$ cat src/rtl/lcd_responder.sv
// lcd_responder -- behavioural model of an HD44780-style 2x16 character LCD,
// seen from the controller side of the bus.
//
// Transfers complete on the falling edge of lcd_e (registered copy high,
// live input low). Writes update a 32-byte display RAM, the address counter
// (AC), the increment/decrement mode and the display-on flag, then hold
// busy for a fixed number of clk_50 cycles. Writes arriving while busy are
// dropped and reported on err_overrun.
//
// Optional feature: define LCD_RESP_READBACK_EN to let the controller read
// {busy, AC} (rs=0) or ram[AC] (rs=1) while lcd_e is high; a data read
// steps AC. Without it, reads are ignored and the read bus stays quiet.
//
// Parameters:
//   BUSY_CYCLES  - busy length after a normal instruction or data write
//   CLEAR_CYCLES - busy length after clear/home; must be >= 32 so the
//                  clear fill always finishes inside the busy window
// Ports:
//   clk_50       - clock, rising edge
//   rst          - asynchronous active-high reset
//   lcd_d_in     - controller data bus
//   lcd_rs       - register select (0 instruction, 1 data)
//   lcd_rw       - 0 write, 1 read
//   lcd_e        - enable strobe
//   lcd_d_out    - read data toward the controller
//   lcd_d_oe     - lcd_d_out valid
//   rd_addr      - host display RAM index {line, column[3:0]}
//   rd_data      - registered display RAM byte at rd_addr
//   disp_on      - display-on flag
//   busy         - busy flag
//   cmd_strobe   - one-cycle pulse per accepted transfer
//   err_overrun  - one-cycle pulse per write dropped while busy
module lcd_responder #(
  parameter int BUSY_CYCLES  = 50,
  parameter int CLEAR_CYCLES = 2000
) (
  input  logic       clk_50,
  input  logic       rst,
  input  logic [7:0] lcd_d_in,
  input  logic       lcd_rs,
  input  logic       lcd_rw,
  input  logic       lcd_e,
  output logic [7:0] lcd_d_out,
  output logic       lcd_d_oe,
  input  logic [4:0] rd_addr,
  output logic [7:0] rd_data,
  output logic       disp_on,
  output logic       busy,
  output logic       cmd_strobe,
  output logic       err_overrun
);

  localparam int MAXC = (CLEAR_CYCLES > BUSY_CYCLES) ? CLEAR_CYCLES : BUSY_CYCLES;
  localparam int CW   = $clog2(MAXC + 1);
  localparam logic [CW-1:0] BUSY_LD  = CW'(BUSY_CYCLES - 1);
  localparam logic [CW-1:0] CLEAR_LD = CW'(CLEAR_CYCLES - 1);
  localparam logic [7:0]    BLANK    = 8'h20;

`ifdef LCD_RESP_READBACK_EN
  localparam bit READBACK = 1'b1;
`else
  localparam bit READBACK = 1'b0;
`endif

  typedef enum logic {ST_IDLE, ST_FILL} fill_state_t;

  // AC walks 0x00..0x0F, 0x40..0x4F as one 32-entry ring.
  function automatic logic [6:0] ac_step(input logic [6:0] a, input logic inc);
    if (inc) return (a[3:0] == 4'hF) ? {~a[6], 6'b000000} : a + 7'd1;
    else     return (a[3:0] == 4'h0) ? {~a[6], 2'b00, 4'hF} : a - 7'd1;
  endfunction

  logic             e_q;
  logic [6:0]       ac, ac_nxt;
  logic             inc_mode, inc_nxt;
  logic             disp_nxt;
  logic [CW-1:0]    busy_cnt;
  logic [7:0]       ram [32];
  fill_state_t      state, state_nxt;
  logic [4:0]       fill_idx;

  logic             fall, wr_acc, wr_drop, rd_acc;
  logic             start_busy, long_busy, start_fill, data_we;
  logic             ram_we;
  logic [4:0]       ram_wa;
  logic [7:0]       ram_wd;
  logic [4:0]       ac_idx;

  // e_q resets low, so a falling edge can only be seen once lcd_e has been
  // sampled high after reset.
  assign fall    = e_q & ~lcd_e;
  assign wr_acc  = fall & ~lcd_rw & ~busy;
  assign wr_drop = fall & ~lcd_rw &  busy;
  assign rd_acc  = fall &  lcd_rw & READBACK;
  assign ac_idx  = {ac[6], ac[3:0]};

  // ---------------------------------------------------------------------
  // Transfer decode
  // ---------------------------------------------------------------------
  always_comb begin
    ac_nxt     = ac;
    inc_nxt    = inc_mode;
    disp_nxt   = disp_on;
    start_busy = 1'b0;
    long_busy  = 1'b0;
    start_fill = 1'b0;
    data_we    = 1'b0;
    if (wr_acc) begin
      start_busy = 1'b1;
      if (lcd_rs) begin
        data_we = 1'b1;
        ac_nxt  = ac_step(ac, inc_mode);
      end else if (lcd_d_in == 8'h01) begin
        ac_nxt     = 7'h00;
        inc_nxt    = 1'b1;
        start_fill = 1'b1;
        long_busy  = 1'b1;
      end else if (lcd_d_in[7:1] == 7'b0000001) begin
        ac_nxt    = 7'h00;
        long_busy = 1'b1;
      end else if (lcd_d_in[7:2] == 6'b000001) begin
        inc_nxt = lcd_d_in[1];
      end else if (lcd_d_in[7:3] == 5'b00001) begin
        disp_nxt = lcd_d_in[2];
      end else if (lcd_d_in[7:3] == 5'b00010) begin
        ac_nxt = ac_step(ac, lcd_d_in[2]);
      end else if (lcd_d_in[7]) begin
        // bits 5:4 are discarded so any DDRAM address folds onto a legal one
        ac_nxt = {lcd_d_in[6], 2'b00, lcd_d_in[3:0]};
      end
    end else if (rd_acc && lcd_rs) begin
      ac_nxt = ac_step(ac, inc_mode);
    end
  end

  // ---------------------------------------------------------------------
  // Clear-fill FSM: blanks one RAM byte per cycle after a clear command.
  // ---------------------------------------------------------------------
  always_ff @(posedge clk_50 or posedge rst) begin
    if (rst) begin
      state    <= ST_IDLE;
      fill_idx <= 5'd0;
    end else begin
      state    <= state_nxt;
      fill_idx <= (state == ST_FILL) ? fill_idx + 5'd1 : 5'd0;
    end
  end

  always_comb begin
    state_nxt = state;
    case (state)
      ST_IDLE: if (start_fill) state_nxt = ST_FILL;
      ST_FILL: if (fill_idx == 5'd31) state_nxt = ST_IDLE;
      default: state_nxt = ST_IDLE;
    endcase
  end

  // The fill owns the write port; busy keeps data writes out meanwhile.
  always_comb begin
    ram_we = 1'b0;
    ram_wa = ac_idx;
    ram_wd = lcd_d_in;
    if (state == ST_FILL) begin
      ram_we = 1'b1;
      ram_wa = fill_idx;
      ram_wd = BLANK;
    end else if (data_we) begin
      ram_we = 1'b1;
    end
  end

  // ---------------------------------------------------------------------
  // Architectural state
  // ---------------------------------------------------------------------
  always_ff @(posedge clk_50 or posedge rst) begin
    if (rst) begin
      e_q         <= 1'b0;
      ac          <= 7'h00;
      inc_mode    <= 1'b1;
      disp_on     <= 1'b0;
      cmd_strobe  <= 1'b0;
      err_overrun <= 1'b0;
    end else begin
      e_q         <= lcd_e;
      ac          <= ac_nxt;
      inc_mode    <= inc_nxt;
      disp_on     <= disp_nxt;
      cmd_strobe  <= wr_acc | rd_acc;
      err_overrun <= wr_drop;
    end
  end

  // busy is high for exactly the loaded count + 1 cycles.
  always_ff @(posedge clk_50 or posedge rst) begin
    if (rst) begin
      busy     <= 1'b0;
      busy_cnt <= '0;
    end else if (start_busy) begin
      busy     <= 1'b1;
      busy_cnt <= long_busy ? CLEAR_LD : BUSY_LD;
    end else if (busy) begin
      if (busy_cnt == '0) busy <= 1'b0;
      else                busy_cnt <= busy_cnt - 1'b1;
    end
  end

  always_ff @(posedge clk_50 or posedge rst) begin
    if (rst) begin
      for (int i = 0; i < 32; i++) ram[i] <= BLANK;
    end else if (ram_we) begin
      ram[ram_wa] <= ram_wd;
    end
  end

  // Host port: forward a same-cycle write so the newest value always wins.
  always_ff @(posedge clk_50 or posedge rst) begin
    if (rst)                             rd_data <= BLANK;
    else if (ram_we && ram_wa == rd_addr) rd_data <= ram_wd;
    else                                 rd_data <= ram[rd_addr];
  end

  // ---------------------------------------------------------------------
  // Controller read bus
  // ---------------------------------------------------------------------
`ifdef LCD_RESP_READBACK_EN
  assign lcd_d_oe  = ~rst & lcd_e & lcd_rw;
  assign lcd_d_out = !lcd_d_oe ? 8'h00 : (lcd_rs ? ram[ac_idx] : {busy, ac});
`else
  assign lcd_d_oe  = 1'b0;
  assign lcd_d_out = 8'h00;
`endif

endmodule
$ cat config.mk
export PLATFORM = sky130hd
export DESIGN_NAME = lcd_responder
export DESIGN_NICKNAME = d
export VERILOG_FILES = /design/src/rtl/lcd_responder.sv
export SDC_FILE = /design/constraint.sdc
export NUM_CORES = 1
export LEC_CHECK = 0
export BUFFER_PORTS_ARGS = -buffer_cell sky130_fd_sc_hd__buf_4
export CORE_MARGIN = 2
export CORE_UTILIZATION = 40
export CTS_BUF_LIST = sky130_fd_sc_hd__clkbuf_4 sky130_fd_sc_hd__clkbuf_8 sky130_fd_sc_hd__clkbuf_16
export DETAILED_ROUTE_END_ITERATION = 10
export GPL_ROUTABILITY_DRIVEN = 0
export HOLD_SLACK_MARGIN = 0.06
export PLACE_DENSITY = 0.52
export SLEW_MARGIN = 5
export SYNTH_ARGS = -nofsm -noshare
export SYNTH_HDL_FRONTEND = slang
export SYNTH_SLANG_ARGS = --single-unit
$ cat constraint.sdc
create_clock -name clk_50 -period 10.35 [get_ports clk_50]
set_input_delay 0 -clock clk_50 [delete_from_list [all_inputs] [get_ports clk_50]]
set_output_delay 0 -clock clk_50 [all_outputs]
set_load 0.005 [all_outputs]
==> impl_metrics.ini <==
[setup_path]
r2r_slack_ps = 7250
crit_path_end = ram[194]
reg2reg_depth = 6
cp.arrival_ps = 3490
r2r-end = ram[194]
crit_fanout = 11
setup.worst_path.start = busy
rr_startpoint = busy
path_class = flop to flop
crit_required_ps = 10740
crit_path_end_kind = flop
critPathLaunchType = flop

[clock_tree]
cts_tree = built
cts_max_level = 2
cts-resized-gates = 0
clk_pin_slew_worst_paths_ps = 60
cts_sinks = 292
cts_hold_buf = 16
cts_root_buffer = clkbuf_16
clockBufferDepth = 3
cts_buffers = 35
cts_setup_buffers = 0
clk-insertion-delay-late_ps = 520

[place]
pre_cts_slack_ps = 7090
place.port_buffers = 29
dp_hpwl_um = 23000

[final_layout]
multiInputGateArea_sq_mm = 0.00647
syn2layout_area_growth_pct = 13.7
layout.nets = 1061
drive_gt1_share_pct = 48.4
finalCoreUtilization_pct = 45.8
final_cell_mix = mux2_2, dfrtp_1, mux4_2, buf_4, clkbuf_16
fillers = 3166
layout_commonest_cell = mux2_2
antenna_cells = 0
regArea_sq_mm = 0.00735

[timing]
fmax_mhz = 322
postLayoutSetupSlackWorst_ps = 7250
fin_crit_sh_pct = 30.0
rsz0062_at_grt = false
post-route-min-period_ps = 3100
setup_violations = 0
slew_violations = 0
clock_skew_ps = 16.6
maxSlewHeadroom_pct = 29.4
tightest_slew_ps = 1060
hold_viol = 0
hold_slack_ps = 110
tns_ps = 0

[global_route]
antenna_found_initial = 1
grt_max_degree = 78
grt-ovfl-total = 0
grt_pass1_vias = 8669
grt.total_usage_pct = 20.5
grt_pass1_wl_um = 56600

[yosys]
synth_ff_type = dfrtp_1
syn_area_sq_mm = 0.0142
yosysTopAreaCellShare_pct = 45.4
synth_edf_count = 0
ys_ff_latch = 292
ys_warn_count = 0
synth_top_area_cell = dfrtp_1
async_flop_share_pct = 100
synthDistinctLibCells = 68
syn_avg_cell_area_sq_um = 14.1
synth_cells = 1009
yosysSeqAreaShare_pct = 51.7
netlist_top_cells_area = dfrtp_1, mux2_2, mux4_2

[drt]
drc_errors = 0
wl_per_cell_um = 23.9
postRouteAntennaNets = 0
dr_total_vias = 8538
wl_um = 36500
routed_via_density = 5.60
drt_iter0_drc = 504
dr.pass1.iters = 5

[run_status]
status = finished clean

[power_and_ir_drop]
p_leak_uw = 0.00732
power_uw = 2940
power_density_mw_per_mm2 = 182
vdd_drop_max_v = 0.000121

[run]
drv_cap = 0

[floorplan]
start_util_pct = 40.3
fp.dieH_um = 193
fp-row-count = 69
die_width_um = 193
die_area_sq_mm = 0.0371
coreArea_sq_mm = 0.0353
ios = 39

[hold_path]
hp-class = primary input to async pin
==> synth_stat cells, types with 7 or more instances <==
| library cell | n |
|---|---|
| a21oi_1 | 10 |
| a221oi_1 | 12 |
| a31oi_1 | 10 |
| and2_1 | 7 |
| buf_2 | 9 |
| buf_4 | 13 |
| clkbuf_1 | 45 |
| dfrtp_1 | 258 |
| dfstp_2 | 34 |
| inv_1 | 16 |
| mux2_2 | 263 |
| mux2i_1 | 29 |
| mux4_2 | 62 |
| nand2_1 | 22 |
| nand3_1 | 18 |
| nor2_1 | 21 |
| nor2_2 | 26 |
| nor2b_1 | 8 |
| nor3_1 | 8 |
| o21ai_0 | 19 |
| xnor2_1 | 8 |
==> per-stage QoR <==
stage,area [sq um],instances
2_1_floorplan,14300,1017
3_3_place_gp,14800,1445
3_5_place_dp,14800,1445
4_1_cts,16200,1524
5_1_grt,16200,1524
6_report,16200,1524
==> flip-flops by register name, summed over array words and instances, names as in the netlist <==
register,flops
rd_data,8
disp_on,1
ram,256
fill_idx,5
ac,5
inc_mode,1
busy_cnt,11
cmd_strobe,1
state,1
busy,1
e_q,1
err_overrun,1
==> critical path, stage by stage (launching register included) <==
cell and delay [ps]:
dfrtp_1 450, or4b_4 560, inv_1 350, a21o_2 290
and2_1 300, nand3_1 530, mux2_2 480
==> final cells by class <==
class	instances	area share (%)
Multi-Input combinational cell	632	40.0
Sequential cell	292	45.4
Tap cell	461	3.57
Inverter	18	0.464
Clock buffer	47	6.05
Timing Repair Buffer	58	2.94
Clock inverter	16	1.53
==> kinds of logic after synthesis <==
family	count (synthesis)	synth area share, %
XOR/XNOR	11	0.677
other	1	0.0264
buffers and inverters	93	3.22
AND/OR/NAND/NOR	149	5.89
flip-flops	292	51.7
multiplexers	357	32.9
adder cells (fa/ha/maj)	6	0.528
AO/OA/AOI/OAI	100	5.08
==> routing by layer <==
layer	part of all wire, %	vias up	GRT usage, %
met1	49	4535	30.7
li1	-	3805	-
met4	2.3	0	5.52
met2	45	153	30.8
met3	3.9	45	3.35
met5	0	-	0
==> report_power, final <==
part           switching (uW)  total [uW]  leakage (uW)  internal, uW
Clock                     486        1310      0.000614           819
Combinational             214         365       0.00278           151
Sequential               65.6        1270       0.00392          1200
==> worst min-delay path by stage <==
stage | endpoint | start | slack, ps
CTS | ac[3] | lcd_d_in[5] | 110
finish | ram[88] | rst | 110
detailed placement | ram[16] | rst | 120
global route | e_q | lcd_e | 150
floorplan | e_q | lcd_e | 30
global placement | ram[16] | rst | 120
Note: power is estimated with default switching activity, not from simulation.
